[src/rtl/vgaconsole_pkg.sv]
// Shared types and constants for the VGA console terminal sequencer.
package vgaconsole_pkg;

    localparam int unsigned DEF_NUM_ROWS = 3;
    localparam int unsigned DEF_NUM_COLS = 10;
    localparam int unsigned ADDR_W       = 5;
    localparam int unsigned CHAR_W       = 7;
    localparam int unsigned BYTE_W       = 8;

    localparam logic [CHAR_W-1:0] DEF_BLANK_CHAR = 7'h20;

    localparam logic [BYTE_W-1:0] CH_LF     = 8'h0A;
    localparam logic [BYTE_W-1:0] CH_CR     = 8'h0D;
    localparam logic [BYTE_W-1:0] CH_BS     = 8'h08;
    localparam logic [BYTE_W-1:0] CH_FF     = 8'h0C;
    localparam logic [BYTE_W-1:0] PRINT_MIN = 8'h20;
    localparam logic [BYTE_W-1:0] PRINT_MAX = 8'h7E;

    typedef enum logic [2:0] {
        ST_IDLE,
        ST_WRITE,
        ST_SCROLL_COPY,
        ST_SCROLL_FILL,
        ST_CLEAR
    } state_t;

    typedef enum logic [2:0] {
        CUR_NONE,
        CUR_ADVANCE,
        CUR_NEWLINE,
        CUR_CR,
        CUR_BACK,
        CUR_HOME,
        CUR_BOTTOM
    } cur_op_t;

    // True for bytes that are written to the screen as glyphs.
    function automatic logic is_printable(input logic [BYTE_W-1:0] b);
        return (b >= PRINT_MIN) && (b <= PRINT_MAX);
    endfunction

endpackage

[src/rtl/vgaconsole_cursor.sv]
// Cursor row/column registers with the editing operations the sequencer needs.
module vgaconsole_cursor
    import vgaconsole_pkg::*;
#(
    parameter int unsigned NUM_ROWS = DEF_NUM_ROWS,
    parameter int unsigned NUM_COLS = DEF_NUM_COLS
) (
    input  logic                        clk,
    input  logic                        rst,
    input  cur_op_t                     op,
    output logic [$clog2(NUM_ROWS)-1:0] row,
    output logic [$clog2(NUM_COLS)-1:0] col,
    output logic                        scroll_needed,
    output logic                        at_last_col,
    output logic [ADDR_W-1:0]           addr
);

    localparam int unsigned ROW_W = $clog2(NUM_ROWS);
    localparam int unsigned COL_W = $clog2(NUM_COLS);
    localparam logic [ROW_W-1:0] LAST_ROW = ROW_W'(NUM_ROWS - 1);
    localparam logic [COL_W-1:0] LAST_COL = COL_W'(NUM_COLS - 1);

    // Apply one cursor operation per cycle; CUR_NONE holds.
    always_ff @(posedge clk or posedge rst) begin
        if (rst) begin
            row <= '0;
            col <= '0;
        end else begin
            case (op)
                CUR_ADVANCE: begin
                    if (col == LAST_COL) begin
                        col <= '0;
                        if (row != LAST_ROW) row <= row + ROW_W'(1);
                    end else begin
                        col <= col + COL_W'(1);
                    end
                end
                CUR_NEWLINE: begin
                    col <= '0;
                    if (row != LAST_ROW) row <= row + ROW_W'(1);
                end
                CUR_CR: col <= '0;
                CUR_BACK: begin
                    if (col != '0) col <= col - COL_W'(1);
                end
                CUR_HOME: begin
                    row <= '0;
                    col <= '0;
                end
                CUR_BOTTOM: begin
                    row <= LAST_ROW;
                    col <= '0;
                end
                default: ;
            endcase
        end
    end

    assign scroll_needed = (row == LAST_ROW);
    assign at_last_col   = (col == LAST_COL);
    assign addr          = ADDR_W'(row) * ADDR_W'(NUM_COLS) + ADDR_W'(col);

endmodule

[src/rtl/vgaconsole_term_ctrl.sv]
// Terminal sequencer for the VGA console text buffer: byte stream in, cursor,
// control codes, scroll/clear sequences, CPU-priority write-port arbitration.
// Optional macro VGACON_VBLANK_SYNC_EN: controller steps only execute during vblank.
module vgaconsole_term_ctrl
    import vgaconsole_pkg::*;
#(
    parameter int unsigned       NUM_ROWS   = DEF_NUM_ROWS,
    parameter int unsigned       NUM_COLS   = DEF_NUM_COLS,
    parameter logic [CHAR_W-1:0] BLANK_CHAR = DEF_BLANK_CHAR
) (
    input  logic                        clk,
    input  logic                        rst,
    input  logic [BYTE_W-1:0]           in_data,
    input  logic                        in_valid,
    output logic                        in_ready,
    input  logic                        host_we,
    input  logic [ADDR_W-1:0]           host_addr,
    input  logic [CHAR_W-1:0]           host_data,
    input  logic                        clear_req,
    input  logic                        vblank,
    output logic                        buf_we,
    output logic [ADDR_W-1:0]           buf_waddr,
    output logic [CHAR_W-1:0]           buf_wdata,
    output logic [ADDR_W-1:0]           buf_raddr,
    input  logic [CHAR_W-1:0]           buf_rdata,
    output logic [$clog2(NUM_ROWS)-1:0] cursor_row,
    output logic [$clog2(NUM_COLS)-1:0] cursor_col,
    output logic                        busy
);

    localparam int unsigned CELLS      = NUM_ROWS * NUM_COLS;
    localparam int unsigned COPY_CELLS = (NUM_ROWS - 1) * NUM_COLS;
    localparam logic [ADDR_W-1:0] COPY_LAST  = ADDR_W'(COPY_CELLS - 1);
    localparam logic [ADDR_W-1:0] FILL_LAST  = ADDR_W'(NUM_COLS - 1);
    localparam logic [ADDR_W-1:0] CLEAR_LAST = ADDR_W'(CELLS - 1);
    localparam logic [ADDR_W-1:0] FILL_BASE  = ADDR_W'(COPY_CELLS);
    localparam logic [ADDR_W-1:0] ROW_STRIDE = ADDR_W'(NUM_COLS);

    state_t              state, state_n;
    logic [ADDR_W-1:0]   idx, idx_n;
    logic [CHAR_W-1:0]   ch, ch_n;
    logic                adv, adv_n;
    logic                clear_pending, clear_pending_n;
    logic                clear_done;
    cur_op_t             cur_op;
    logic                step_ok;
    logic                step_we;
    logic [ADDR_W-1:0]   step_waddr;
    logic [CHAR_W-1:0]   step_wdata;
    logic [ADDR_W-1:0]   step_raddr;
    logic                accept;
    logic                scroll_needed;
    logic                at_last_col;
    logic [ADDR_W-1:0]   cur_addr;

    // A controller step runs only when the CPU is not using the write port.
`ifdef VGACON_VBLANK_SYNC_EN
    assign step_ok = ~host_we & vblank;
`else
    logic vblank_unused;
    assign vblank_unused = vblank;
    assign step_ok       = ~host_we;
`endif

    assign in_ready = (state == ST_IDLE) & ~clear_pending & ~clear_req;
    assign accept   = in_valid & in_ready;
    assign busy     = (state != ST_IDLE) | clear_pending;

    vgaconsole_cursor #(
        .NUM_ROWS (NUM_ROWS),
        .NUM_COLS (NUM_COLS)
    ) u_cursor (
        .clk           (clk),
        .rst           (rst),
        .op            (cur_op),
        .row           (cursor_row),
        .col           (cursor_col),
        .scroll_needed (scroll_needed),
        .at_last_col   (at_last_col),
        .addr          (cur_addr)
    );

    // State and sequence registers.
    always_ff @(posedge clk or posedge rst) begin
        if (rst) begin
            state         <= ST_IDLE;
            idx           <= '0;
            ch            <= '0;
            adv           <= 1'b0;
            clear_pending <= 1'b0;
        end else begin
            state         <= state_n;
            idx           <= idx_n;
            ch            <= ch_n;
            adv           <= adv_n;
            clear_pending <= clear_pending_n;
        end
    end

    // Next-state, cursor operation and write-step decode from registered state.
    always_comb begin
        state_n         = state;
        idx_n           = idx;
        ch_n            = ch;
        adv_n           = adv;
        clear_pending_n = clear_pending;
        clear_done      = 1'b0;
        cur_op          = CUR_NONE;
        step_we         = 1'b0;
        step_waddr      = '0;
        step_wdata      = '0;
        step_raddr      = '0;

        case (state)
            ST_IDLE: begin
                if (clear_pending || clear_req) begin
                    state_n = ST_CLEAR;
                    idx_n   = '0;
                end else if (accept) begin
                    if (is_printable(in_data)) begin
                        ch_n    = in_data[CHAR_W-1:0];
                        adv_n   = 1'b1;
                        state_n = ST_WRITE;
                    end else begin
                        case (in_data)
                            CH_LF: begin
                                if (scroll_needed) begin
                                    cur_op  = CUR_CR;
                                    state_n = ST_SCROLL_COPY;
                                    idx_n   = '0;
                                end else begin
                                    cur_op = CUR_NEWLINE;
                                end
                            end
                            CH_CR: cur_op = CUR_CR;
                            CH_BS: begin
                                if (cursor_col != '0) begin
                                    cur_op  = CUR_BACK;
                                    ch_n    = BLANK_CHAR;
                                    adv_n   = 1'b0;
                                    state_n = ST_WRITE;
                                end
                            end
                            CH_FF: begin
                                state_n = ST_CLEAR;
                                idx_n   = '0;
                            end
                            default: ;
                        endcase
                    end
                end
            end

            ST_WRITE: begin
                step_we    = step_ok;
                step_waddr = cur_addr;
                step_wdata = ch;
                if (step_ok) begin
                    state_n = ST_IDLE;
                    if (adv) begin
                        cur_op = CUR_ADVANCE;
                        if (at_last_col && scroll_needed) begin
                            state_n = ST_SCROLL_COPY;
                            idx_n   = '0;
                        end
                    end
                end
            end

            ST_SCROLL_COPY: begin
                step_raddr = idx + ROW_STRIDE;
                step_we    = step_ok;
                step_waddr = idx;
                step_wdata = buf_rdata;
                if (step_ok) begin
                    if (idx == COPY_LAST) begin
                        state_n = ST_SCROLL_FILL;
                        idx_n   = '0;
                    end else begin
                        idx_n = idx + ADDR_W'(1);
                    end
                end
            end

            ST_SCROLL_FILL: begin
                step_we    = step_ok;
                step_waddr = FILL_BASE + idx;
                step_wdata = BLANK_CHAR;
                if (step_ok) begin
                    if (idx == FILL_LAST) begin
                        state_n = ST_IDLE;
                        idx_n   = '0;
                        cur_op  = CUR_BOTTOM;
                    end else begin
                        idx_n = idx + ADDR_W'(1);
                    end
                end
            end

            ST_CLEAR: begin
                step_we    = step_ok;
                step_waddr = idx;
                step_wdata = BLANK_CHAR;
                if (step_ok) begin
                    if (idx == CLEAR_LAST) begin
                        state_n    = ST_IDLE;
                        idx_n      = '0;
                        cur_op     = CUR_HOME;
                        clear_done = 1'b1;
                    end else begin
                        idx_n = idx + ADDR_W'(1);
                    end
                end
            end

            default: begin
                state_n = ST_IDLE;
                idx_n   = '0;
            end
        endcase

        // A clear request that arrives mid-sequence is remembered until the next IDLE.
        if (clear_done) clear_pending_n = 1'b0;
        if (clear_req && (state != ST_IDLE)) clear_pending_n = 1'b1;
    end

    // CPU writes always win the buffer write port.
    assign buf_we    = host_we | step_we;
    assign buf_waddr = host_we ? host_addr : step_waddr;
    assign buf_wdata = host_we ? host_data : step_wdata;
    assign buf_raddr = step_raddr;

endmodule
[config.mk]
export PLATFORM = sky130hd
export DESIGN_NAME = vgaconsole_term_ctrl
export DESIGN_NICKNAME = d
export VERILOG_FILES = /design/src/rtl/vgaconsole_pkg.sv /design/src/rtl/vgaconsole_cursor.sv /design/src/rtl/vgaconsole_term_ctrl.sv
export SDC_FILE = /design/constraint.sdc
export NUM_CORES = 1
export LEC_CHECK = 0
export ABC_CLOCK_PERIOD_IN_PS = 2650
export CORE_ASPECT_RATIO = 1.4
export CORE_MARGIN = 2
export CORE_UTILIZATION = 30
export DETAILED_ROUTE_END_ITERATION = 12
export MAX_ROUTING_LAYER = met4
export SYNTH_ARGS = -nofsm -noshare
export SYNTH_HDL_FRONTEND = slang
export SYNTH_SLANG_ARGS = --single-unit
[constraint.sdc]
create_clock -name clk -period 2.65 [get_ports clk]
set_input_delay 0.265 -clock clk [delete_from_list [all_inputs] [get_ports clk]]
set_output_delay 0.265 -clock clk [all_outputs]
set_load 0.005 [all_outputs]
* Word level (Yosys, flattened, before mapping)
Index checks and enable logic that the tools add are counted.
Storage, ports and cells: flip-flop bits (word level) 23, input bits 33, output and inout port bits 26, logic and storage cells 152
Operators by class: add/sub/neg operators 7, multiply operators 1, order comparisons 2, eq/ne operators 38, muxes and demuxes 67, bitwise operators 9, reduce and logical (&&, ||, !) cells 21
Operator list (number):
- 5-bit two-way mux | 15
- 3-bit two-way mux | 20
- 8-bit by 4-bit equality test with 1-bit output (second input constant) | 4
- 7-bit two-way mux | 4
- 5-bit one-hot mux with 5 select lines | 1
- 2-bit inequality test (second input constant) | 12
- 7-bit one-hot mux with 3 select lines | 1
- 3-bit one-hot mux with 3 select lines | 2
- 3-bit one-hot mux with 5 select lines | 1
- 5-bit one-hot mux with 3 select lines | 1
- 3-bit by 2-bit equality test with 1-bit output (second input constant) | 4
- 3-bit equality test (second input constant) | 4
- 1-bit two-way mux | 12
- 3-bit one-hot mux with 4 select lines | 1
- 4-bit one-hot mux with 3 select lines | 1
- 11-bit AND reduction | 1
- 5-bit equality test (second input constant) | 2
- 5-bit inequality test (second input constant) | 2
- 5-bit one-hot mux with 2 select lines | 1
- 10-bit AND reduction | 1
- 8-bit by 6-bit >= comparator with 1-bit output (second input constant) | 1
- 8-bit by 7-bit <= comparator with 1-bit output (second input constant) | 1
- 2-bit two-way mux | 4
- 4-bit two-way mux | 2
- other kinds (31) | 47

* Longest topological paths before layout
depth after elaboration 11, gate-level depth with buffers 11, mapped depth without buffers 11

* Modules after synthesis
From an unflattened synthesis, not the netlist that was laid out.
Second synthesis, totals: cell total of the unflattened synthesis 293, area, all modules 2354.8 um^2
By module, submodules not included:
- vgaconsole_term_ctrl | times used 1, cells each 209, area each 1609.0 um^2, sequential area each 425.4 um^2
- vgaconsole_cursor | times used 1, cells each 84, area each 745.7 um^2, sequential area each 150.1 um^2

* Worst setup path before layout
Ideal clock, no wire load.
path kind register to register, start point register state[1], end point register u_cursor.col[2], arrival 2.138 ns, data required time 2.524 ns, setup slack 0.386 ns, cell stages (with the launch flop) 12, buffers on the path 1, path through dfrtp_1 -> buf_6 -> nor4_4 -> nand2_2 -> a211o_1 -> o21a_1 -> inv_1 -> ha_1 -> nor2_1 -> nand2_1 -> o21ai_0 -> a221o_1
Between the ends: word-level cells in the longest chain between the ends 11, elaborated cells between the ends (all ways) 21, classes of those cells eq/ne: 10; mux: 4; bitwise: 3; reduce/logical: 4
RTL lines:
- start, declared | line vgaconsole_term_ctrl.sv:39 | state_t state, state_n;
- start signal, assigned | line vgaconsole_term_ctrl.sv:92 | state <= state_n;
- 3-bit logical NOT | line vgaconsole_term_ctrl.sv:65, vgaconsole_term_ctrl.sv:114
- 1-bit AND (2 in series) | line vgaconsole_term_ctrl.sv:65 | assign in_ready = (state == ST_IDLE) & ~clear_pending & ~clear_req;
- 1-bit AND | line vgaconsole_term_ctrl.sv:66 | assign accept = in_valid & in_ready;
- 3-bit two-way mux | line vgaconsole_term_ctrl.sv:119 | end else if (accept) begin
- 3-bit two-way mux | line vgaconsole_term_ctrl.sv:116 | if (clear_pending || clear_req) begin
- 3-bit one-hot mux with 4 select lines (*) | line vgaconsole_term_ctrl.sv:114 | case (state)
- 3-bit by 2-bit equality test with 1-bit output or 3-bit equality test (tied branches) | line vgaconsole_cursor.sv:29 | case (op)
- 4-bit OR reduction (no source line)
- 3-bit nonzero test (no source line)
- 2-bit AND reduction (no source line)
- end signal, assigned | line vgaconsole_cursor.sv:35 | col <= col + COL_W'(1);
- end signal, assigned | line vgaconsole_cursor.sv:44 | if (col != '0) col <= col - COL_W'(1);
- end, declared | line vgaconsole_cursor.sv:12 | output logic [$clog2(NUM_COLS)-1:0] col,
Mark *: on every way between the ends. The rest lies on a longest branch, timed or not. A chain may end at the register's enable or synchronous reset.

* Final worst setup path
start point register u_cursor.row[0], end point output buf_waddr[3]
Between the ends: word-level cells in the longest chain between the ends 4
RTL lines:
- start, declared | line vgaconsole_cursor.sv:11 | output logic [$clog2(NUM_ROWS)-1:0] row,
- start signal, assigned | line vgaconsole_cursor.sv:33 | if (row != LAST_ROW) row <= row + ROW_W'(1);
- start signal, assigned | line vgaconsole_cursor.sv:40 | if (row != LAST_ROW) row <= row + ROW_W'(1);
- 2-bit by 3-bit multiplier with 4-bit output | line vgaconsole_cursor.sv:61 | assign addr = ADDR_W'(row) * ADDR_W'(NUM_COLS) + ADDR_W'(col);
- 5-bit by 4-bit adder with 5-bit output | line vgaconsole_cursor.sv:61
- 5-bit one-hot mux with 3 select lines | line vgaconsole_term_ctrl.sv:114
- 5-bit two-way mux | line vgaconsole_term_ctrl.sv:229 | assign buf_waddr = host_we ? host_addr : step_waddr;
- end, declared | line vgaconsole_term_ctrl.sv:22 | output logic [ADDR_W-1:0] buf_waddr,
Every way passes these cells.

==> results.sh <==
export IMPL_synth_top_family_by_area="compound AO/OA/AOI/OAI gates"
export IMPL_synthTopCellsByArea="dfrtp_1 (25%), ha_1 (9.9%), a22o_1 (7.3%), o21ai_0 (6.0%), nand2_1 (4.8%)"
export IMPL_syn_nets=332
export IMPL_synth_largest_area_cell="dfrtp_1"
export IMPL_clk_path_buf_depth=2
export IMPL_ys_warn_count=0
export IMPL_clock_skew_ns=0.001908
export IMPL_synth_compound_area_share=0.3126
export IMPL_drt_wl_total_mm=6.688
export IMPL_hold_viol=0
export IMPL_n_antenna_cell=0
export IMPL_async_reset_ff_frac=1.000
export IMPL_path_clk_slew_ns=0.09
export IMPL_drive_gt1_frac=0.1519
export IMPL_synth_edf_count=0
export IMPL_n_fill_cell=732
export IMPL_fp_dieW_um=77.51
export IMPL_period_needed_ns=2.569
export IMPL_cp_required_ns=2.38
export IMPL_critPathLaunchType="register"
export IMPL_vias=2396
export IMPL_dp_cells=451
export IMPL_clk_latency_ns=0.27
export IMPL_start_util=0.3083
export IMPL_antenna_found_initial=0
export IMPL_grt_setup_unrepaired="yes"
export IMPL_synth_top_area_share=0.2536
export IMPL_dr_pass1_iters=4
export IMPL_routedWlPerCell_um=14.57
export IMPL_cp_arrival_ns=2.30
export IMPL_coreArea_sq_um=7361
export IMPL_path_class="register to primary output"
export IMPL_outcome="finished clean"
export IMPL_numCtsBuffers=3
export IMPL_final_antenna_net_count=0
export IMPL_p_leak_nw=1.385
export IMPL_gp_congestion=0.8867
export IMPL_syn2layout_area_growth_pct=42.06
export IMPL_cts_tree="yes"
export IMPL_portBuffers=57
export IMPL_root_buffer="clkbuf_8"
export IMPL_grt_pass1_vias=2463
export IMPL_final_setup_viol_count=0
export IMPL_hold_worst_slack_ns=0.3357
export IMPL_ys_ff_latch=23
export IMPL_critPathMaxFanout=2
export IMPL_grt_use_total=0.1728
export IMPL_max_cap_violations=0
export IMPL_rows=37
export IMPL_finalNetCount=415
export IMPL_cts_sinks=23
export IMPL_ys_seq_area_frac=0.2536
export IMPL_die_area_sq_um=8287
export IMPL_cts_max_level=1
export IMPL_syn_inst=280
export IMPL_yosys_mux_area_fraction=0.02370
export IMPL_ios=59
export IMPL_tightest_slew_ns=0.4397
export IMPL_max_freq_ghz=0.3893
export IMPL_synth_fa_ha_area_frac=0.1080
export IMPL_dieHeight_um=106.9
export IMPL_final_cells=459
export IMPL_power_total_mw=1.359
export IMPL_hold_class="primary input to async pin"
export IMPL_drv_slew=0
export IMPL_grt_first_pass_wirelength_mm=11.41
export IMPL_end_kind="primary output"
export IMPL_viasPerCell=5.220
export IMPL_dp_hpwl_mm=5.302
export IMPL_synthFlopType="dfrtp_1"
export IMPL_drc=0
export IMPL_syn_area_per_cell_sq_um=8.106
export IMPL_synthSimpleGateAreaFrac=0.2227
export IMPL_period_share=0.9693
export IMPL_yosysUniqueCellTypes=49
export IMPL_grt_max_degree=26
export IMPL_final_cell_mix="clkdlybuf4s50_1 (55), buf_4 (34), nand2_1 (29)"
export IMPL_p_per_area_nw_per_um2=421.3
export IMPL_netlist_area_sq_um=2270
export IMPL_peakVddDrop_mv=0.1705
export IMPL_synth_xor_area_frac=0.02315
export IMPL_grt_overflow=0
export IMPL_mostFrequentLayoutCell="clkdlybuf4s50_1"
export IMPL_relSlewSlack=0.7069
export IMPL_drt_initial_drc_count=114
-- registers in the layout (all words and copies together) (netlist names) --
register / cells
u_cursor.row: 2
u_cursor.col: 4
ch: 7
adv: 1
clear_pending: 1
state: 3
idx: 5
-- synthesized netlist by cell type (all sizes together), types with 2 or more instances --
master / instances
a211oi: 2
and3b: 2
nand2: 31
o21a: 3
a21o: 6
ha: 18
nand2b: 3
nor4: 2
or3: 3
xnor2: 2
a221o: 3
clkbuf: 7
o31ai: 4
a22o: 19
nor2: 20
xor2: 4
a22oi: 5
and3: 3
o211ai: 3
nor3b: 4
nor3: 6
mux2: 3
a21oi: 14
o22ai: 4
nor2b: 8
a211o: 3
nand3: 6
mux2i: 2
buf: 6
dfrtp: 23
o21ai: 28
and2: 2
a32oi: 3
inv: 18
-- layer usage --
metal | share of wire | wire, um | vias up | global-route usage
met1 | 0.41 | 2753 | 1134 | 0.1975
met4 | 0.021 | 138 | 0 | 0.05995
met5 | 0 | 0 | - | -
met2 | 0.53 | 3520 | 55 | 0.3137
met3 | 0.041 | 277 | 8 | 0.01684
li1 | - | - | 1199 | -
-- stage by stage --
step                      setup WS (ns)  utilization  instance area (sq um)  setup TNS, ns
after floorplan                  0.3861            -                   2270              0
after global placement        -0.006937       0.4248                   3127      -0.006937
after detailed placement       -0.04255       0.4248                   3127        -0.1248
after CTS                       0.01831       0.4357                   3207              0
after global routing           -0.04795       0.4380                   3224       -0.04795
final                           0.08135       0.4380                   3224              0
-- critical path: stages, from the launching register on --
cell and delay (ns):
dfrtp_1 0.37, ha_2 0.18, inv_1 0.05, fa_1 0.37, xor2_1 0.20, o21ai_1 0.14
a22oi_1 0.11, o21ai_1 0.12, clkdlybuf4s50_1 0.50
-- where the power goes --
part           switching [mW]  internal (mW)  leakage [nW]
Sequential             0.0863          0.419         0.291
Clock                   0.125          0.105        0.0255
Combinational           0.304          0.319          1.07
Total                   0.515          0.843          1.39
-- path summary, 6_finish.rpt --
check                                     start              end  slack (ns)  cells after the start
worst max-delay path            u_cursor.row[0]     buf_waddr[3]        0.08                      8
worst min-delay path                        rst            ch[2]        0.34                      3
worst max register to register  u_cursor.col[1]  u_cursor.col[1]        0.22                     10
worst min register to register            ch[3]            ch[3]        0.52                      1
max in group asynchronous                   rst  u_cursor.col[2]        2.06                      3
min in group clk                          ch[3]            ch[3]        0.52                      1
-- layout make-up --
class	count	area, sq um	area share
well taps	97	121.4	0.03764
inverters	18	67.56	0.02095
repair buffers	91	830.8	0.2577
flip-flops and latches	23	575.6	0.1785
clock buffers	3	41.29	0.01281
clock inverters	1	5.005	0.001552
multi-input cells	226	1583	0.4909
-- what timing repair did --
item / CTS / global route
buffers inserted: 4 / 0
gates resized for setup: 1 / 12
hold buffers: 0 / 0
endpoints found under the setup margin: 2 / 9
endpoints found under the hold margin: 0 / 0
pin swaps: 0 / 1
cloned: 0 / 0
-- cells by family after synthesis --
logic type	Yosys count
AOI/OAI and AO/OA	102
DFF	23
adders and majority gates	19
buffers and inverters	31
muxes	5
and+or+nand+nor	94
xor gates and xnor gates	6
(Power assumes the default switching activity.)
